$ cat src/rtl/debug_clock_ctrl.sv
// Debug clock-enable generator for the 6502 core: full-speed run, divided run,
// debounced single-step and halt, all as a one-cycle cpu_ce in a single clock domain.
module debug_clock_ctrl #(
  parameter int unsigned          CNT_WIDTH       = 32,
  parameter logic [CNT_WIDTH-1:0] RATE0           = CNT_WIDTH'(1),
  parameter logic [CNT_WIDTH-1:0] RATE1           = CNT_WIDTH'(50_000),
  parameter logic [CNT_WIDTH-1:0] RATE2           = CNT_WIDTH'(5_000_000),
  parameter logic [CNT_WIDTH-1:0] RATE3           = CNT_WIDTH'(25_000_000),
  parameter int unsigned          DEBOUNCE_CYCLES = 500_000,
  parameter int unsigned          CE_CNT_WIDTH    = 16
) (
  input  logic                    clk_in,
  input  logic                    rst_n,
  input  logic [1:0]              mode,
  input  logic [1:0]              rate_sel,
  input  logic                    step_btn,
  output logic                    cpu_ce,
  output logic                    clk_vis,
  output logic [CE_CNT_WIDTH-1:0] ce_count,
  output logic                    halted
);

  // Debounce counter only has to reach DEBOUNCE_CYCLES-1 before the level flips.
  localparam int unsigned DB_W = (DEBOUNCE_CYCLES > 1) ? $clog2(DEBOUNCE_CYCLES) : 1;

  typedef enum logic [1:0] {
    MODE_RUN  = 2'b00,
    MODE_DIV  = 2'b01,
    MODE_STEP = 2'b10,
    MODE_HALT = 2'b11
  } mode_e;

  mode_e                   mode_q, mode_d;
  logic [1:0]              rate_q, rate_d;
  logic [CNT_WIDTH-1:0]    div_cnt_q, div_cnt_d;
  logic                    sync1_q, sync1_d;
  logic                    sync2_q, sync2_d;
  logic [DB_W-1:0]         deb_cnt_q, deb_cnt_d;
  logic                    deb_q, deb_d;
  logic                    deb_rise_q, deb_rise_d;
  logic                    cpu_ce_q, cpu_ce_d;
  logic                    clk_vis_q, clk_vis_d;
  logic [CE_CNT_WIDTH-1:0] ce_count_q, ce_count_d;
  logic                    halted_q, halted_d;

  logic [CNT_WIDTH-1:0]    rate_val;
  logic [CNT_WIDTH-1:0]    div_last;
  logic                    mode_chg;

  // Terminal count of the selected divisor; a zero divisor behaves as one.
  always_comb begin
    case (rate_q)
      2'd0:    rate_val = RATE0;
      2'd1:    rate_val = RATE1;
      2'd2:    rate_val = RATE2;
      default: rate_val = RATE3;
    endcase
    div_last = (rate_val == '0) ? '0 : rate_val - CNT_WIDTH'(1);
  end

  always_comb begin
    mode_d     = mode_e'(mode);
    rate_d     = rate_sel;
    sync1_d    = step_btn;
    sync2_d    = sync1_q;
    deb_cnt_d  = '0;
    deb_d      = deb_q;
    div_cnt_d  = '0;
    cpu_ce_d   = 1'b0;
    mode_chg   = (mode_d != mode_q) || ((mode_q == MODE_DIV) && (rate_d != rate_q));

    // Debouncer runs in every mode; only STEP turns a rising level into a pulse.
    if (sync2_q != deb_q) begin
      if (deb_cnt_q == DB_W'(DEBOUNCE_CYCLES - 1)) begin
        deb_d = sync2_q;
      end else begin
        deb_cnt_d = deb_cnt_q + DB_W'(1);
      end
    end
    deb_rise_d = deb_d & ~deb_q;

    // A mode or rate change clears the divider and suppresses any coinciding pulse.
    if (!mode_chg) begin
      case (mode_q)
        MODE_RUN:  cpu_ce_d = 1'b1;
        MODE_DIV: begin
          if (div_cnt_q >= div_last) begin
            cpu_ce_d = 1'b1;
          end else begin
            div_cnt_d = div_cnt_q + CNT_WIDTH'(1);
          end
        end
        MODE_STEP: cpu_ce_d = deb_rise_q;
        default:   cpu_ce_d = 1'b0;
      endcase
    end

    clk_vis_d  = clk_vis_q ^ cpu_ce_q;
    ce_count_d = ce_count_q + CE_CNT_WIDTH'(cpu_ce_q);
    halted_d   = (mode_d == MODE_HALT);
  end

  always_ff @(posedge clk_in or negedge rst_n) begin
    if (!rst_n) begin
      mode_q     <= MODE_RUN;
      rate_q     <= 2'd0;
      div_cnt_q  <= '0;
      sync1_q    <= 1'b0;
      sync2_q    <= 1'b0;
      deb_cnt_q  <= '0;
      deb_q      <= 1'b0;
      deb_rise_q <= 1'b0;
      cpu_ce_q   <= 1'b0;
      clk_vis_q  <= 1'b0;
      ce_count_q <= '0;
      halted_q   <= 1'b0;
    end else begin
      mode_q     <= mode_d;
      rate_q     <= rate_d;
      div_cnt_q  <= div_cnt_d;
      sync1_q    <= sync1_d;
      sync2_q    <= sync2_d;
      deb_cnt_q  <= deb_cnt_d;
      deb_q      <= deb_d;
      deb_rise_q <= deb_rise_d;
      cpu_ce_q   <= cpu_ce_d;
      clk_vis_q  <= clk_vis_d;
      ce_count_q <= ce_count_d;
      halted_q   <= halted_d;
    end
  end

  assign cpu_ce   = cpu_ce_q;
  assign clk_vis  = clk_vis_q;
  assign ce_count = ce_count_q;
  assign halted   = halted_q;

endmodule

$ cat config.mk
export PLATFORM = sky130hd
export DESIGN_NAME = debug_clock_ctrl
export DESIGN_NICKNAME = d
export VERILOG_FILES = /design/src/rtl/debug_clock_ctrl.sv
export SDC_FILE = /design/constraint.sdc
export NUM_CORES = 1
export LEC_CHECK = 0
export CELL_PAD_IN_SITES_DETAIL_PLACEMENT = 1
export CELL_PAD_IN_SITES_GLOBAL_PLACEMENT = 2
export CORE_MARGIN = 1
export CORE_UTILIZATION = 42
export CTS_CLUSTER_DIAMETER = 50
export DETAILED_ROUTE_END_ITERATION = 8
export PLACE_DENSITY = 0.94
export SLEW_MARGIN = 30
export SYNTH_ARGS = -nofsm -noshare
export SYNTH_HDL_FRONTEND = slang
export SYNTH_SLANG_ARGS = --single-unit
$ cat constraint.sdc
create_clock -name clk_in -period 6.2 [get_ports clk_in]
set_clock_uncertainty 0.2 [all_clocks]
set_input_delay 0.62 -clock clk_in [delete_from_list [all_inputs] [get_ports clk_in]]
set_output_delay 0.62 -clock clk_in [all_outputs]
set_load 0.02 [all_outputs]
# [Word level (Yosys, flattened, before mapping)]
# Index checks and enable logic that the tools add are counted.
[totals] ff_bits=78 in_bits=7 out_inout_bits=19 elab_cells=46
[classes] n_addsub=4 magnitude_cmp=1 eq_ne=9 mux=12 bitwise=3 n_reduce_logical=5
[op_table] operator="$mux 32" count=4
[op_table] operator="$pmux 25 s3" count=1
[op_table] operator="$mux 19" count=2
[op_table] operator="$add 32x1->32 const B" count=1
[op_table] operator="$ge 32x32->1" count=1
[op_table] operator="$logic_not 32->1" count=1
[op_table] operator="$sub 32x1->32 const B" count=1
[op_table] operator="$add 19x1->19 const B" count=1
[op_table] operator="$eq 19x19->1 const B" count=1
[op_table] operator="$add 16x1->16" count=1
[op_table] operator="$eq 2x2->1 const B" count=3
[op_table] operator="$eq 2x1->1 const B" count=2
[op_table] operator="$logic_not 2->1" count=2
[op_table] operator="$mux 1" count=4
[op_table] operator="$ne 2x2->1" count=2
[op_table] operator="$pmux 1 s3" count=1
[op_table] operator="$and 1x1->1" count=1
[op_table] operator="$logic_and 1x1->1" count=1
[op_table] operator="$logic_or 1x1->1" count=1
[op_table] operator="$ne 1x1->1" count=1
[op_table] operator="$not 1->1" count=1
[op_table] operator="$xor 1x1->1" count=1

# [Depth between registers and ports, before layout]
[logic_depth] depth_word=8 mapped_depth=13

# [Worst setup path after synthesis]
# No wires, ideal clock.
[synth_path] path_kind="reg2reg" from="register rate_q[1]" to="register div_cnt_q[18]" arrival_time_ns=2.674 required_ns=5.863 slack_ns=3.189 stages_incl_launch_ff=13 n_path_buf=1 synth_period_minus_slack_ns=3.011 path_cell_list="dfrtp_1 inv_1 ha_1 inv_1 ha_1 a211o_1 ha_1 nand4_1 nor4_1 a311oi_2 a21oi_2 buf_6 nor3_1"
[synth_via] elab_chain_len=8 word_cells_on_any_way=14 classes_between="add/sub (1); order compare (1); eq/ne (3); mux (5); reduce/logical (4)"
[synth_lines] element="start: declaration" line="34" rtl="logic [1:0] rate_q, rate_d;"
[synth_lines] element="start signal: assignment" line="119" rtl="rate_q <= rate_d;"
[synth_lines] element="$eq 2x2->1 (tied with other cells)" line="52" rtl="case (rate_q)"
[synth_lines] element="$pmux 25 s3" line="52"
[synth_lines] element="$sub 32x1->32 or $logic_not 32->1 (tied branches)" line="58" rtl="div_last = (rate_val == '0) ? '0 : rate_val - CNT_WIDTH'(1);"
[synth_lines] element="$mux 32" line="58"
[synth_lines] element="$ge 32x32->1" line="87" rtl="if (div_cnt_q >= div_last) begin"
[synth_lines] element="$mux 32" line="87"
[synth_lines] element="$mux 32" line="84" rtl="case (mode_q)"
[synth_lines] element="$mux 32 *" line="83" rtl="if (!mode_chg) begin"
[synth_lines] element="net div_cnt_d[18]" line="35" rtl="logic [CNT_WIDTH-1:0] div_cnt_q, div_cnt_d;"
[synth_lines] element="end signal: assignment" line="120" rtl="div_cnt_q <= div_cnt_d;"
[synth_lines] element="end: declaration" line="35"
# Mark *: on every way through the listed nets, which the timed path passes. The rest lies on a longest branch.

# [Worst setup path in the final report]
[layout_path] from="register rate_q[1]" to="register div_cnt_q[9]"
# The elaborated chain is that of the path after synthesis.

==> summary.md <==
| Metric | Value |
|---|---|
| Status | `finished clean` |
| Clock Sinks | `78` |
| Max-slew violations | `0` |
| Post-route DRC | `0` |
| P_sw | `298 uW` |
| Vias in the first global route | `approximately 3300` |
| Fmax | `0.285 GHz` |
| R2R cell count | `12` |
| PD cells | `216 nW/um^2` |
| Largest delay share family, worst path | `compound AO/OA/AOI/OAI gates` |
| Cell Int Power | `728 uW` |
| Crit end category | `flip-flop` |
| Max_slew headroom | `0.489` |
| Routed length per instance | `16.2 um` |
| HPWL Detailed | `about 6700 um` |
| Fill cells | `1101` |
| Via-per-instance ratio | `5.35` |
| Footprint of the multi-input gates | `2130 um^2` |
| Tot Pwr | `1030 uW` |
| Worst hold path type | `input pin to async pin` |
| Slowest cell on the critical path | `dfrtp_1` |
| Setup crit start kind | `flip-flop` |
| N_diodes | `0` |
| Synth Register Bits | `78` |
| Cell mode on critical path | `ha_1` |
| CTS Root Cell | `clkbuf_8` |
| Largest net degree at the start of global routing | `between 70 and 80` |
| Commonest non-fill, non-tap cell in the layout | `dfrtp_1` |
| Slowest stage delay, CP | `0.43 ns` |
| Drt total wl | `between 9000 and 10000 um` |
| CTS clk-pin slew, worst paths | `0.09 ns` |
| Synth Area per Inst | `10.3 um^2` |
| Maximum fanout along the worst path | `20` |
| Die X | `102 um` |
| Warnings, synthesis | `0` |
| Setup TNS | `0 ns` |
| Final period util | `0.566` |
| Clock share of power | `0.354` |
| H-tree Lvls | `3` |
| Total Routing Usage GR | `0.202` |
| Synth-to-Final Area Change | `13.7%` |
| DR vias | `3069` |
| Final Hold Viols | `0` |
| Sw Share | `0.290` |
| Top_reg_cell synth | `dfrtp_1` |
| CTS Buf Count | `9` |
| VDD IR max | `0.0964 mV` |
| Placer congestion estimate | `0.798` |
| Sequential-to-total area share from yosys stat | `0.468` |
| Post-layout util | `0.490` |
| Port-buffer cells | `25` |
| CP required | `6.22 ns` |
| Number of antenna-violating nets in the routed design | `0` |
| Setup ws final | `between 2 and 3 ns` |
| Post-route cell area | `approximately 4700 um^2` |
| FF-to-FF End | `div_cnt_q[9]` |
| First-pass GRT wire length | `roughly 16000 um` |
| Io pins | `26` |
| RSZ-0062 raised after global routing | `no` |
| FF-to-FF Start | `rate_q[1]` |
| CTS tree | `built` |
| Post-synth ARST share | `1.00` |
| Max-cap violations | `0` |
| Starting Density | `0.431` |
| Bufs and invs on worst path | `3` |
| Postcts setup bufs | `0` |
| Post-DP Area | `4560 um^2` |
| FF/Latch Area | `between 1500 and 2000 um^2` |
| Arr. time, crit path | `roughly 3.5 ns` |
| Lkg Pwr | `0.00207 uW` |
| Critical Path, Cell by Cell | `inv_1 -> ha_1 -> inv_1 -> ha_1 -> a211o_1 -> ha_1 -> nand4_1 -> nor4_1 -> a311oi_2 -> a21oi_2 -> buf_4 -> nor3_1` |
| DIE AREA | `10300 um^2` |
| Final net count | `479` |
| Initial antenna violation count | `0` |
| Total gr overflow | `0` |
| TritonRoute pass-1 iters | `4` |
| Post-synth EDFFs | `0` |
| Hold buffers post-CTS | `0` |
| Crit Path Category | `flip-flop to flip-flop` |
| Yosys cell types | `42` |
| First DRT Iteration DRCs | `111` |
| Post_cts resized | `0` |
| Cells after Synth | `404` |
| Core Region | `9680 um^2` |
| Mapped Area | `around 4200 um^2` |
| Minimum clock period | `3.51 ns` |
| Commonest cells after routing, fill and taps aside | `dfrtp_1 (78), nor2_1 (38), ha_1 (36)` |
| CTS max path bufs | `2` |
| Combinational power share | `0.108` |
| Die Span Y | `102 um` |
| Internal reg-to-reg setup slack | `2.69 ns` |
| Seq pwr share | `0.538` |
| Rows | `36` |
| Count of final setup violators | `0` |
| Clk Latency, worst-skew pair | `0.37 ns` |
| Tightest Pin Transition | `0.759 ns` |
| Pre-CTS WS | `2.56 ns` |
| Layout cells sized above 1 | `0.0703` |
-- per-stage QoR --
stage	hold WS, ns	instances
2_1_floorplan	0.124	408
3_3_place_gp	0.156	558
3_5_place_dp	0.170	558
4_1_cts	0.190	574
5_1_grt	0.130	574
6_report	0.0303	574
-- worst reg2reg max path, stage by stage (launching register included) --
cell	delay (ns)
dfrtp_1	0.43
inv_1	0.12
ha_1	0.15
inv_1	0.07
ha_1	0.23
a211o_1	0.37
ha_1	0.34
nand4_1	0.12
nor4_1	0.34
a311oi_2	0.16
a21oi_2	0.38
buf_4	0.34
nor3_1	0.12
-- worst max-delay path by stage --
stage,startpoint,end,cells after the start
after floorplan,rate_q[1],div_cnt_q[18],12
after global placement,rate_q[1],div_cnt_q[23],12
after detailed placement,rate_q[1],div_cnt_q[21],11
after CTS,rate_q[1],div_cnt_q[9],11
after global routing,rate_q[0],div_cnt_q[9],11
final,rate_q[1],div_cnt_q[9],12
-- per-layer routing --
layer | wire (um) | track usage | part of all wire | up-vias
met5 | 0 | 0 | 0 | -
met2 | 4790 | 0.356 | 0.52 | 38
li1 | - | - | - | 1472
met4 | 113 | 0.0591 | 0.012 | 0
met1 | 4140 | 0.246 | 0.45 | 1547
met3 | 241 | 0.0462 | 0.026 | 12
-- cell families after synthesis --
logic type | after synthesis | synth area share
flops | 78 | 0.468
other cells | 2 | 0.00180
mux | 1 | 0.00270
simple gates | 175 | 0.225
xor+xnor | 60 | 0.126
buf+inv | 24 | 0.0258
fa+ha+maj | 36 | 0.108
compound gates | 28 | 0.0435
-- power by group through the flow --
| stage | logic, uW | registers (uW) | clock network, uW |
|---|---|---|---|
| finish | 111 | 552 | 364 |
| detailed placement | 112 | 562 | 0 |
| global placement | 107 | 560 | 0 |
| global route | 124 | 556 | 395 |
| CTS | 113 | 552 | 376 |
| floorplan | 36.0 | 575 | 0 |
-- flip-flops by register name (all words and copies together) (netlist names) --
name	count
ce_count	16
clk_vis	1
cpu_ce	1
deb_cnt_q	19
deb_q	1
deb_rise_q	1
div_cnt_q	32
halted	1
mode_q	2
rate_q	2
sync1_q	1
sync2_q	1
-- cells in the mapped netlist, types with 2 or more instances --
cell,n,area share
dfrtp_1,78,0.47
nor2_1,38,0.034
ha_1,36,0.11
xor2_1,33,0.069
nand3_1,30,0.036
nor3_1,29,0.035
xnor2_1,27,0.057
nand2_1,21,0.019
nand4_1,20,0.030
inv_1,15,0.013
a21oi_1,12,0.014
and3_1,10,0.015
o21ai_0,6,0.0072
clkbuf_1,5,0.0045
nor4_1,4,0.0060
and4_1,3,0.0063
or2_2,3,0.0045
or3_1,3,0.0045
and2_1,2,0.0030
buf_2,2,0.0024
buf_6,2,0.0054
conb_1,2,0.0018
nor3_2,2,0.0048
nor3b_1,2,0.0036
nor4_4,2,0.010
-- cell type report --
type | instances | area share
clock buffer | 9 | 0.0261
clock inverter | 7 | 0.0121
inverter | 15 | 0.0119
multi-input combinational | 306 | 0.449
sequential | 78 | 0.411
tap | 133 | 0.0351
timing repair buffer | 26 | 0.0546
No activity file was read; power rests on OpenSTA's default activity.
